File: src/rtl/dbus_vmem_fifo_arb_pkg.sv
// Shared constants and helpers for the multi-core vmem write arbiter.
package dbus_vmem_fifo_arb_pkg;

    localparam int unsigned BUS_W = 32;

    // Reduce an index known to be below 2*n back into 0..n-1.
    function automatic int unsigned rr_wrap(input int unsigned idx, input int unsigned n);
        return (idx >= n) ? idx - n : idx;
    endfunction

endpackage

File: src/rtl/vmem_req_fifo.sv
// Per-core request queue: power-of-2 depth, naturally wrapping pointers, occupancy count.
module vmem_req_fifo #(
    parameter int unsigned W     = 8,
    parameter int unsigned DEPTH = 4
) (
    input  logic         clk_i,
    input  logic         rst_i,
    input  logic         push,
    input  logic         pop,
    input  logic [W-1:0] din,
    output logic         full,
    output logic         empty,
    output logic [W-1:0] head
);

    localparam int unsigned AW   = $clog2(DEPTH);
    localparam int unsigned CNTW = AW + 1;

    logic [W-1:0]    mem [DEPTH];
    logic [AW-1:0]   wr_ptr;
    logic [AW-1:0]   rd_ptr;
    logic [CNTW-1:0] count;
    logic            do_push;
    logic            do_pop;

    assign full    = (count == CNTW'(DEPTH));
    assign empty   = (count == '0);
    assign do_push = push && !full;
    assign do_pop  = pop && !empty;
    assign head    = mem[rd_ptr];

    // Storage needs no reset; occupancy is tracked by count.
    always_ff @(posedge clk_i) begin
        if (do_push) begin
            mem[wr_ptr] <= din;
        end
    end

    always_ff @(posedge clk_i or posedge rst_i) begin
        if (rst_i) begin
            wr_ptr <= '0;
            rd_ptr <= '0;
            count  <= '0;
        end else begin
            if (do_push) begin
                wr_ptr <= wr_ptr + AW'(1);
            end
            if (do_pop) begin
                rd_ptr <= rd_ptr + AW'(1);
            end
            case ({do_push, do_pop})
                2'b10:   count <= count + CNTW'(1);
                2'b01:   count <= count - CNTW'(1);
                default: count <= count;
            endcase
        end
    end

endmodule

File: src/rtl/dbus_vmem_fifo_arb.sv
// Multi-core vmem write arbiter: per-core request FIFOs drained round-robin,
// one write per cycle, into a registered vmem write port.
`ifndef NCORES
`define NCORES 4
`endif
`ifndef VMEM_ADDRW
`define VMEM_ADDRW 16
`endif
`ifndef DBUS_VMEM_DEPTH
`define DBUS_VMEM_DEPTH 4
`endif

module dbus_vmem_fifo_arb
    import dbus_vmem_fifo_arb_pkg::*;
#(
    parameter int unsigned NCORES = `NCORES,
    parameter int unsigned ADDRW  = `VMEM_ADDRW,
    parameter int unsigned PIXW   = 3,
    parameter int unsigned DEPTH  = `DBUS_VMEM_DEPTH
) (
    input  logic                      clk_i,
    input  logic                      rst_i,
    input  logic [NCORES-1:0]         we_packed_i,
    input  logic [BUS_W*NCORES-1:0]   addr_packed_i,
    input  logic [BUS_W*NCORES-1:0]   wdata_packed_i,
    output logic [NCORES-1:0]         stall_packed_o,
    output logic                      vmem_we_o,
    output logic [ADDRW-1:0]          vmem_waddr_o,
    output logic [PIXW-1:0]           vmem_wdata_o,
    output logic                      idle_o
);

    localparam int unsigned EW = ADDRW + PIXW;
    localparam int unsigned CW = (NCORES > 1) ? $clog2(NCORES) : 1;

    logic [NCORES-1:0] req;
    logic [NCORES-1:0] push;
    logic [NCORES-1:0] pop;
    logic [NCORES-1:0] full;
    logic [NCORES-1:0] empty;
    logic [EW-1:0]     head [NCORES];

    logic [CW-1:0]     rr_ptr;
    logic [CW-1:0]     rr_next;
    logic [CW-1:0]     grant_idx;
    logic              grant;

    // Only the low PIXW data bits are stored.
    logic unused_wdata;
    assign unused_wdata = ^wdata_packed_i;

    for (genvar i = 0; i < NCORES; i++) begin : g_core
        // Address 0 doubles as "no request"; a write enable is also required.
        assign req[i]  = we_packed_i[i] && (addr_packed_i[BUS_W*i +: BUS_W] != '0);
        assign push[i] = req[i] && !full[i];

        vmem_req_fifo #(
            .W     (EW),
            .DEPTH (DEPTH)
        ) u_fifo (
            .clk_i (clk_i),
            .rst_i (rst_i),
            .push  (push[i]),
            .pop   (pop[i]),
            .din   ({addr_packed_i[BUS_W*i +: ADDRW], wdata_packed_i[BUS_W*i +: PIXW]}),
            .full  (full[i]),
            .empty (empty[i]),
            .head  (head[i])
        );
    end

    assign stall_packed_o = full;

    // Round-robin search upward from rr_ptr for the first non-empty FIFO.
    always_comb begin
        int unsigned idx;
        idx       = 0;
        grant     = 1'b0;
        grant_idx = '0;
        pop       = '0;
        for (int unsigned off = 0; off < NCORES; off++) begin
            idx = rr_wrap(32'(rr_ptr) + off, NCORES);
            if (!grant && !empty[CW'(idx)]) begin
                grant     = 1'b1;
                grant_idx = CW'(idx);
            end
        end
        pop[grant_idx] = grant;
        rr_next        = CW'(rr_wrap(32'(grant_idx) + 1, NCORES));
    end

    always_ff @(posedge clk_i or posedge rst_i) begin
        if (rst_i) begin
            rr_ptr       <= '0;
            vmem_we_o    <= 1'b0;
            vmem_waddr_o <= '0;
            vmem_wdata_o <= '0;
            idle_o       <= 1'b1;
        end else begin
            vmem_we_o <= grant;
            if (grant) begin
                rr_ptr                        <= rr_next;
                {vmem_waddr_o, vmem_wdata_o}  <= head[grant_idx];
            end
            idle_o <= (&empty) && !grant && !(|push);
        end
    end

endmodule
File: config.mk
export PLATFORM = sky130hd
export DESIGN_NAME = dbus_vmem_fifo_arb
export DESIGN_NICKNAME = d
export VERILOG_FILES = /design/src/rtl/dbus_vmem_fifo_arb_pkg.sv /design/src/rtl/vmem_req_fifo.sv /design/src/rtl/dbus_vmem_fifo_arb.sv
export SDC_FILE = /design/constraint.sdc
export NUM_CORES = 1
export LEC_CHECK = 0
export ABC_AREA = 0
export CAP_MARGIN = 10
export CELL_PAD_IN_SITES_DETAIL_PLACEMENT = 1
export CELL_PAD_IN_SITES_GLOBAL_PLACEMENT = 2
export CORE_MARGIN = 2
export CORE_UTILIZATION = 25
export CTS_BUF_LIST = sky130_fd_sc_hd__clkbuf_16
export CTS_CLUSTER_DIAMETER = 150
export CTS_CLUSTER_SIZE = 20
export DETAILED_ROUTE_END_ITERATION = 6
export GPL_ROUTABILITY_DRIVEN = 0
export PLACE_DENSITY = 0.57
export SYNTH_ARGS = -nofsm -noshare
export SYNTH_HDL_FRONTEND = slang
export SYNTH_SLANG_ARGS = --single-unit
export TNS_END_PERCENT = 50
File: constraint.sdc
create_clock -name clk_i -period 4.2 [get_ports clk_i]
set_input_delay 0.42 -clock clk_i [delete_from_list [all_inputs] [get_ports clk_i]]
set_output_delay 0.42 -clock clk_i [all_outputs]
set_load 0.02 [all_outputs]
==> results of run 1 <==
## per-stage QoR
step / std cells / cell area [sq um] / hold WS (ns) / total power (uW)
after floorplan: 764 / 14500 / 0.464 / 8370
after global placement: 1677 / 17100 / 0.471 / 10200
after detailed placement: 1677 / 17100 / 0.476 / 10300
after CTS: 1715 / 17700 / 0.305 / 12400
after global routing: 1715 / 17700 / 0.350 / 12800
final: 1715 / 17700 / 0.292 / 12100
## cells in the final DEF (no fill, tap or decap), types with 2 or more instances in the layout
cell | netlist | layout
nor4_1 | 33 | 33
nor2_1 | 11 | 11
nand3_1 | 22 | 22
mux2i_1 | 3 | 3
nand4_1 | 28 | 28
inv_1 | 30 | 44
fa_1 | 4 | 4
or3_1 | 2 | 2
o211a_1 | 4 | 4
clkbuf_16 | 0 | 21
nor3_2 | 2 | 3
o31ai_1 | 19 | 19
and2_1 | 18 | 18
mux2_2 | 19 | 19
nand2_1 | 9 | 9
buf_4 | 5 | 18
o221a_2 | 19 | 19
dfrtp_1 | 50 | 49
edfxtp_1 | 304 | 304
xor2_1 | 13 | 13
clkdlybuf4s50_1 | 0 | 170
o21ai_0 | 7 | 7
ha_1 | 20 | 20
mux4_2 | 76 | 76
nor3_1 | 7 | 6
xnor2_1 | 11 | 11
## power by group
group	total [uW]	switching, uW	internal, uW	leakage (uW)
Clock	2060	1140	920	0.000348
Combinational	4640	2460	2180	0.00213
Sequential	5400	641	4760	0.00337
## flip-flops by register name (all words and copies together), names as in the netlist
register,flops
vmem_we_o,1
g_core.u_fifo.count,12
vmem_wdata_o,3
g_core.u_fifo.mem,304
g_core.u_fifo.rd_ptr,8
g_core.u_fifo.wr_ptr,8
vmem_waddr_o,16
rr_ptr,2
idle_o,1
## cells by family after synthesis
kind of cell | count (synthesis) | synth area share (%)
buffers and inverters | 70 | 2.19
adder cells (fa/ha/maj) | 24 | 2.28
AO/OA/AOI/OAI | 55 | 3.41
flip-flops | 355 | 71.7
XOR/XNOR | 24 | 1.45
AND/OR/NAND/NOR | 138 | 5.49
multiplexers | 98 | 13.5
## layout make-up
class | count | area (sq um) | area share, %
clock buffer | 21 | 526 | 2.97
sequential | 355 | 10400 | 58.8
multi-input combinational | 339 | 3800 | 21.4
inverter | 30 | 113 | 0.636
clock inverter | 17 | 71.3 | 0.403
tap | 765 | 957 | 5.40
timing repair buffer | 188 | 1840 | 10.4
## routing by layer
| layer | GRT usage (%) | vias up | share of wire (%) |
|---|---|---|---|
| met4 | 2.13 | 0 | 1.3 |
| met1 | 17.5 | 4039 | 44 |
| li1 | - | 3442 | - |
| met2 | 20.8 | 154 | 49 |
| met3 | 2.09 | 31 | 5.4 |
| met5 | 0 | - | 0 |
## worst min-delay path by stage
stage,slack [ns],to,startpoint,cells after the start
final,0.29,g_core[1].u_fifo.count[0],rst_i,2
after global routing,0.35,g_core[1].u_fifo.count[0],rst_i,2
after CTS,0.31,g_core[0].u_fifo.count[1],rst_i,2
after floorplan,0.46,g_core[3].u_fifo.count[2],g_core[3].u_fifo.count[2],1
after detailed placement,0.48,g_core[0].u_fifo.rd_ptr[0],g_core[0].u_fifo.rd_ptr[0],1
after global placement,0.47,g_core[0].u_fifo.rd_ptr[0],g_core[0].u_fifo.rd_ptr[0],1
==> qor.yml, run 1 <==
clock_tree:
  root_buffer: "clkbuf_16"
  clk_pin_slew_ns: 0.09
  cts_tree: "built"
  cts_setup_buffers: 0
  htreeDepth: 1
  cts_sinks: 355
  cts.path.max_buffers: 3
  clock_latency_ns: 0.54
  holdBufCountCts: 0
  cts_buffers: 21
  post_cts_resized: 0
hold_path:
  min_path_type: "in2async"
setup_path:
  endpoint: "g_core[0].u_fifo.count[2]"
  startpoint: "g_core[2].u_fifo.count[1]"
  critical_path_buf_inv_count: 2
  critPathMaxFanout: 19
  cp_top_family: "simple AND/OR/NAND/NOR gates"
  crit_cells: 11
  worstPathCellList: "nor3_2 > o21ai_0 > a2bb2oi_4 > buf_4 > nor3_1 > ha_1 > inv_1 > fa_1 > xor2_1 > nor2_1 > xor2_1"
  r2r_end: "g_core[0].u_fifo.count[2]"
  critPathSlowestCell: "nor3_2"
  cp_data_arrival_time_ns: 3.76
  slowest_delay_ns: 0.52
  worstSetupStartpointType: "flip-flop"
  timing.rr.start: "g_core[2].u_fifo.count[1]"
  cp-end-kind: "flip-flop"
  worstPathRequired_ns: 4.67
  crit_top_cell: "xor2_1"
  r2r_setup_slack_ns: 0.91
  reg2regPathDepth: 11
  setup.worst_path.class: "reg2reg"
floorplanning:
  dieArea_sq_um: 60000
  fp-row-count: 88
  die_h_um: 245
  start_util_pct: 25.2
  core_area_sq_um: 57600
  die_w_um: 245
  ioPinCount: 287
yosys:
  syn-instance-count: 764
  ys_seq_elements: 355
  synth_area_leader_cell: "edfxtp_1"
  yosysMostFrequentCell: "edfxtp_1"
  ys_seq_area_share_pct: 71.7
  syn_nets: 1050
  synthDominantCellAreaShare_pct: 62.9
  synth_edf_count: 304
  synthArstFlopShare_pct: 14.4
  synthTopCellsByCount: "edfxtp_1, mux4_2, dfrtp_1"
  syn_area_sq_um: 14500
  postSynthAreaPerCell_sq_um: 19.0
  synthDistinctLibCells: 41
  synth_area_leaders: "edfxtp_1, mux4_2, dfrtp_1"
  ys_warn_count: 0
  synth-main-ff-cell: "edfxtp_1"
detailed_routing:
  post_drt_wl_per_cell_um: 21.9
  drt_pre_antenna_iters: 4
  totalWireLength_mm: 37.6
  routed_via_density: 4.47
  drc: 0
  ant_nets: 0
  via_count: 7666
  drt_iter0_markers: 433
cells_and_area:
  fillers: 5892
  num_antenna_cells: 0
  syn2layout_area_growth_pct: 22.0
  nets: 1221
  final_core_util_pct: 30.8
  drive_above_1_share_pct: 17.5
grt:
  grt_max_degree: 28
  first_global_vias: 8298
  grt_antenna_before_repair: 0
  gr-total-overflow: 0
  grt_pass1_wl_mm: 56.0
  grt_usage_pct: 12.6
timing:
  tightest_slew_ns: 1.09
  fin_tns_setup_ns: 0
  finalClockSkew_ns: 0.0167
  relSlewSlack_pct: 27.1
  hold_viol: 0
  fin_ws_ns: 0.914
  grt_setup_unrepaired: "no"
  fin_crit_ns: 3.29
  fin_crit_sh_pct: 78.2
  final_max_slew_viol_count: 0
  finalSetupViolCount: 0
  fmax_ghz: 0.304
power:
  vdd_drop_max_uv: 249
  powerDensity_nw_per_um2: 683
  p_leak_uw: 0.00586
placed_design:
  dp_hpwl_mm: 26.4
  portBuffers: 170
  preCtsSetupSlack_ns: 0.624
run:
  drv_cap: 0
run_status:
  status: "finished clean"
No activity file was read; power rests on OpenSTA's default activity.
==> run 2, diff against run 1 <==
Settings changed: PLACE_DENSITY 0.57 to 0.59.
Clock period 4.2 ns to 2.8 ns, I/O delays scaled along.
==> run 2 against run 1 <==
Net effect: clock skew increased by 0.013 ns; flip-flop and latch count did not move; count of clock-buffer cells in the layout did not move; cell count is 6.6% higher; fmax increased by 21%; sequential share of layout area fell by 3.3 points; critical path type unchanged; critical endpoint is now g_core[3].u_fifo.count[2]; largest cell class unchanged.
==> qor.yml, run 2 (synthesis results as in run 1) <==
cells_and_area:
  largest_reg_flops: 304
  layout_commonest_cell: "edfxtp_1"
  num_antenna_cells: 0
  fin_area_sq_um: 18800
  nets: 1335
  drive_above_1_share_pct: 26.3
  top_register: "g_core.u_fifo.mem"
  syn2layout_area_growth_pct: 29.3
  instances_no_fill: 1829
  final_cell_mix: "edfxtp_1, clkdlybuf4s50_1, buf_4, mux4_2, dfrtp_1"
  reg_top3: "g_core.u_fifo.mem x304, vmem_waddr_o x16, g_core.u_fifo.count x12"
placed_design:
  place_area_sq_um: 18200
  dp_hpwl_mm: 27.0
  dp_cells: 1790
  portBuffers: 170
clock_tree:
  cts_tree: "built"
  cts_sinks: 355
  htreeDepth: 1
  holdBufCountCts: 0
  cts_buffers: 21
  clock_latency_ns: 0.55
  cts.path.max_buffers: 3
  root_buffer: "clkbuf_16"
  clk_pin_slew_ns: 0.09
timing:
  finalSetupViolCount: 0
  grt_setup_unrepaired: "yes"
  hold_viol: 0
  finalClockSkew_ns: 0.0302
  tightest_slew_ns: 0.644
  fin_crit_sh_pct: 97.3
  fin_crit_ns: 2.72
  relSlewSlack_pct: 57.1
  fmax_ghz: 0.367
  final_max_slew_viol_count: 0
power:
  clkPwrFrac_pct: 16.3
  powerDensity_nw_per_um2: 1000
  p_int_uw: 12400
  swShare_pct: 34.2
  combPwrFrac_pct: 42.7
  seq_power_share_pct: 41.0
  vdd_drop_max_uv: 345
  switchingPower_uw: 6420
  p_leak_uw: 0.00646
run_status:
  status: "finished clean"
detailed_routing:
  totalWireLength_mm: 37.7
  drc: 0
  ant_nets: 0
  drt_iter0_markers: 397
  drt_pre_antenna_iters: 7
  via_count: 8084
  routed_via_density: 4.42
  post_drt_wl_per_cell_um: 20.6
setup_path:
  setup.worst_path.class: "reg2reg"
  critPathSlowestCell: "dfrtp_1"
  crit_top_cell: "xor2_1"
  worstSetupStartpointType: "flip-flop"
  cp-end-kind: "flip-flop"
  worstPathCellList: "or3_4 > nor3_2 > a2bb2oi_4 > and2_1 > ha_1 > inv_1 > fa_1 > xor2_1 > nor2_1 > xor2_1"
  critPathMaxFanout: 6
  critical_path_buf_inv_count: 1
  cp_data_arrival_time_ns: 3.18
  cp_top_family: "simple AND/OR/NAND/NOR gates"
  slowest_delay_ns: 0.42
  worstPathRequired_ns: 3.25
grt:
  gr-total-overflow: 0
  grt_max_degree: 26
  grt_antenna_before_repair: 0
  first_global_vias: 8760
  grt_pass1_wl_mm: 55.9
  grt_usage_pct: 12.6
run:
  drv_cap: 0
floorplanning:
  start_util_pct: 25.2
  die_h_um: 245
  ioPinCount: 287
  die_w_um: 245
  fp-row-count: 88
  core_area_sq_um: 57600
  dieArea_sq_um: 60000
hold_path:
  min_path_type: "in2async"
-- run 2: path summary, 6_finish.rpt --
| check | start | end | slack [ns] | depth (start not counted) |
|---|---|---|---|---|
| min in group clk_i | wdata_packed_i[97] | g_core[3].u_fifo.mem[2][1] | 0.36 | 1 |
| min | rst_i | g_core[1].u_fifo.rd_ptr[0] | 0.1 | 2 |
| max | g_core[1].u_fifo.count[1] | g_core[3].u_fifo.count[2] | 0.08 | 10 |
| min reg2reg | g_core[0].u_fifo.rd_ptr[1] | g_core[0].u_fifo.rd_ptr[1] | 0.48 | 1 |
| max reg2reg | g_core[1].u_fifo.count[1] | g_core[3].u_fifo.count[2] | 0.08 | 10 |
| max in group asynchronous | rst_i | vmem_waddr_o[7] | 2.01 | 3 |
-- run 2: layout make-up --
cell class                      count  area, sq um
Clock buffer                       21          526
Clock inverter                     17         72.6
Fill cell                        5926        38800
Inverter                           30          113
Multi-Input combinational cell    339         3800
Sequential cell                   355        10400
Tap cell                          765          957
Timing Repair Buffer              302         2890
-- run 2: metal layers --
metal | global-route usage [%] | wire length [um] | vias up
met5 | 0 | 0 | -
met4 | 2.62 | 649 | 0
met3 | 1.73 | 1620 | 27
met2 | 21.0 | 18200 | 178
met1 | 17.5 | 17300 | 4213
li1 | - | - | 3666
-- run 2: what timing repair did --
item / 4_1_cts / 5_1_grt
endpoints found under the hold margin: 0 / 0
gates resized for setup: 0 / 1
setup endpoints to repair: 0 / 4
setup buffers: 0 / 1
-- run 2: power groups by stage --
stage	logic, uW	clock network, uW	registers, uW
2_1_floorplan	4800	0	7760
3_3_place_gp	8060	0	7770
3_5_place_dp	8200	0	7840
4_1_cts	8210	3200	7730
5_1_grt	8730	3340	7840
6_report	8010	3060	7700
-- run 2: stage by stage --
stage	utilization [%]	setup WS [ns]	TNS, ns	total power [uW]	hold WS, ns
after global routing	32.6	-0.135	-0.356	19900	0.135
after detailed placement	31.5	-0.139	-0.460	16000	0.465
final	32.6	0.0756	0	18800	0.0994
after global placement	31.5	-0.182	-0.427	15800	0.458
after CTS	32.6	0.0119	0	19100	0.0996
after floorplan	-	0.199	0	12600	0.379
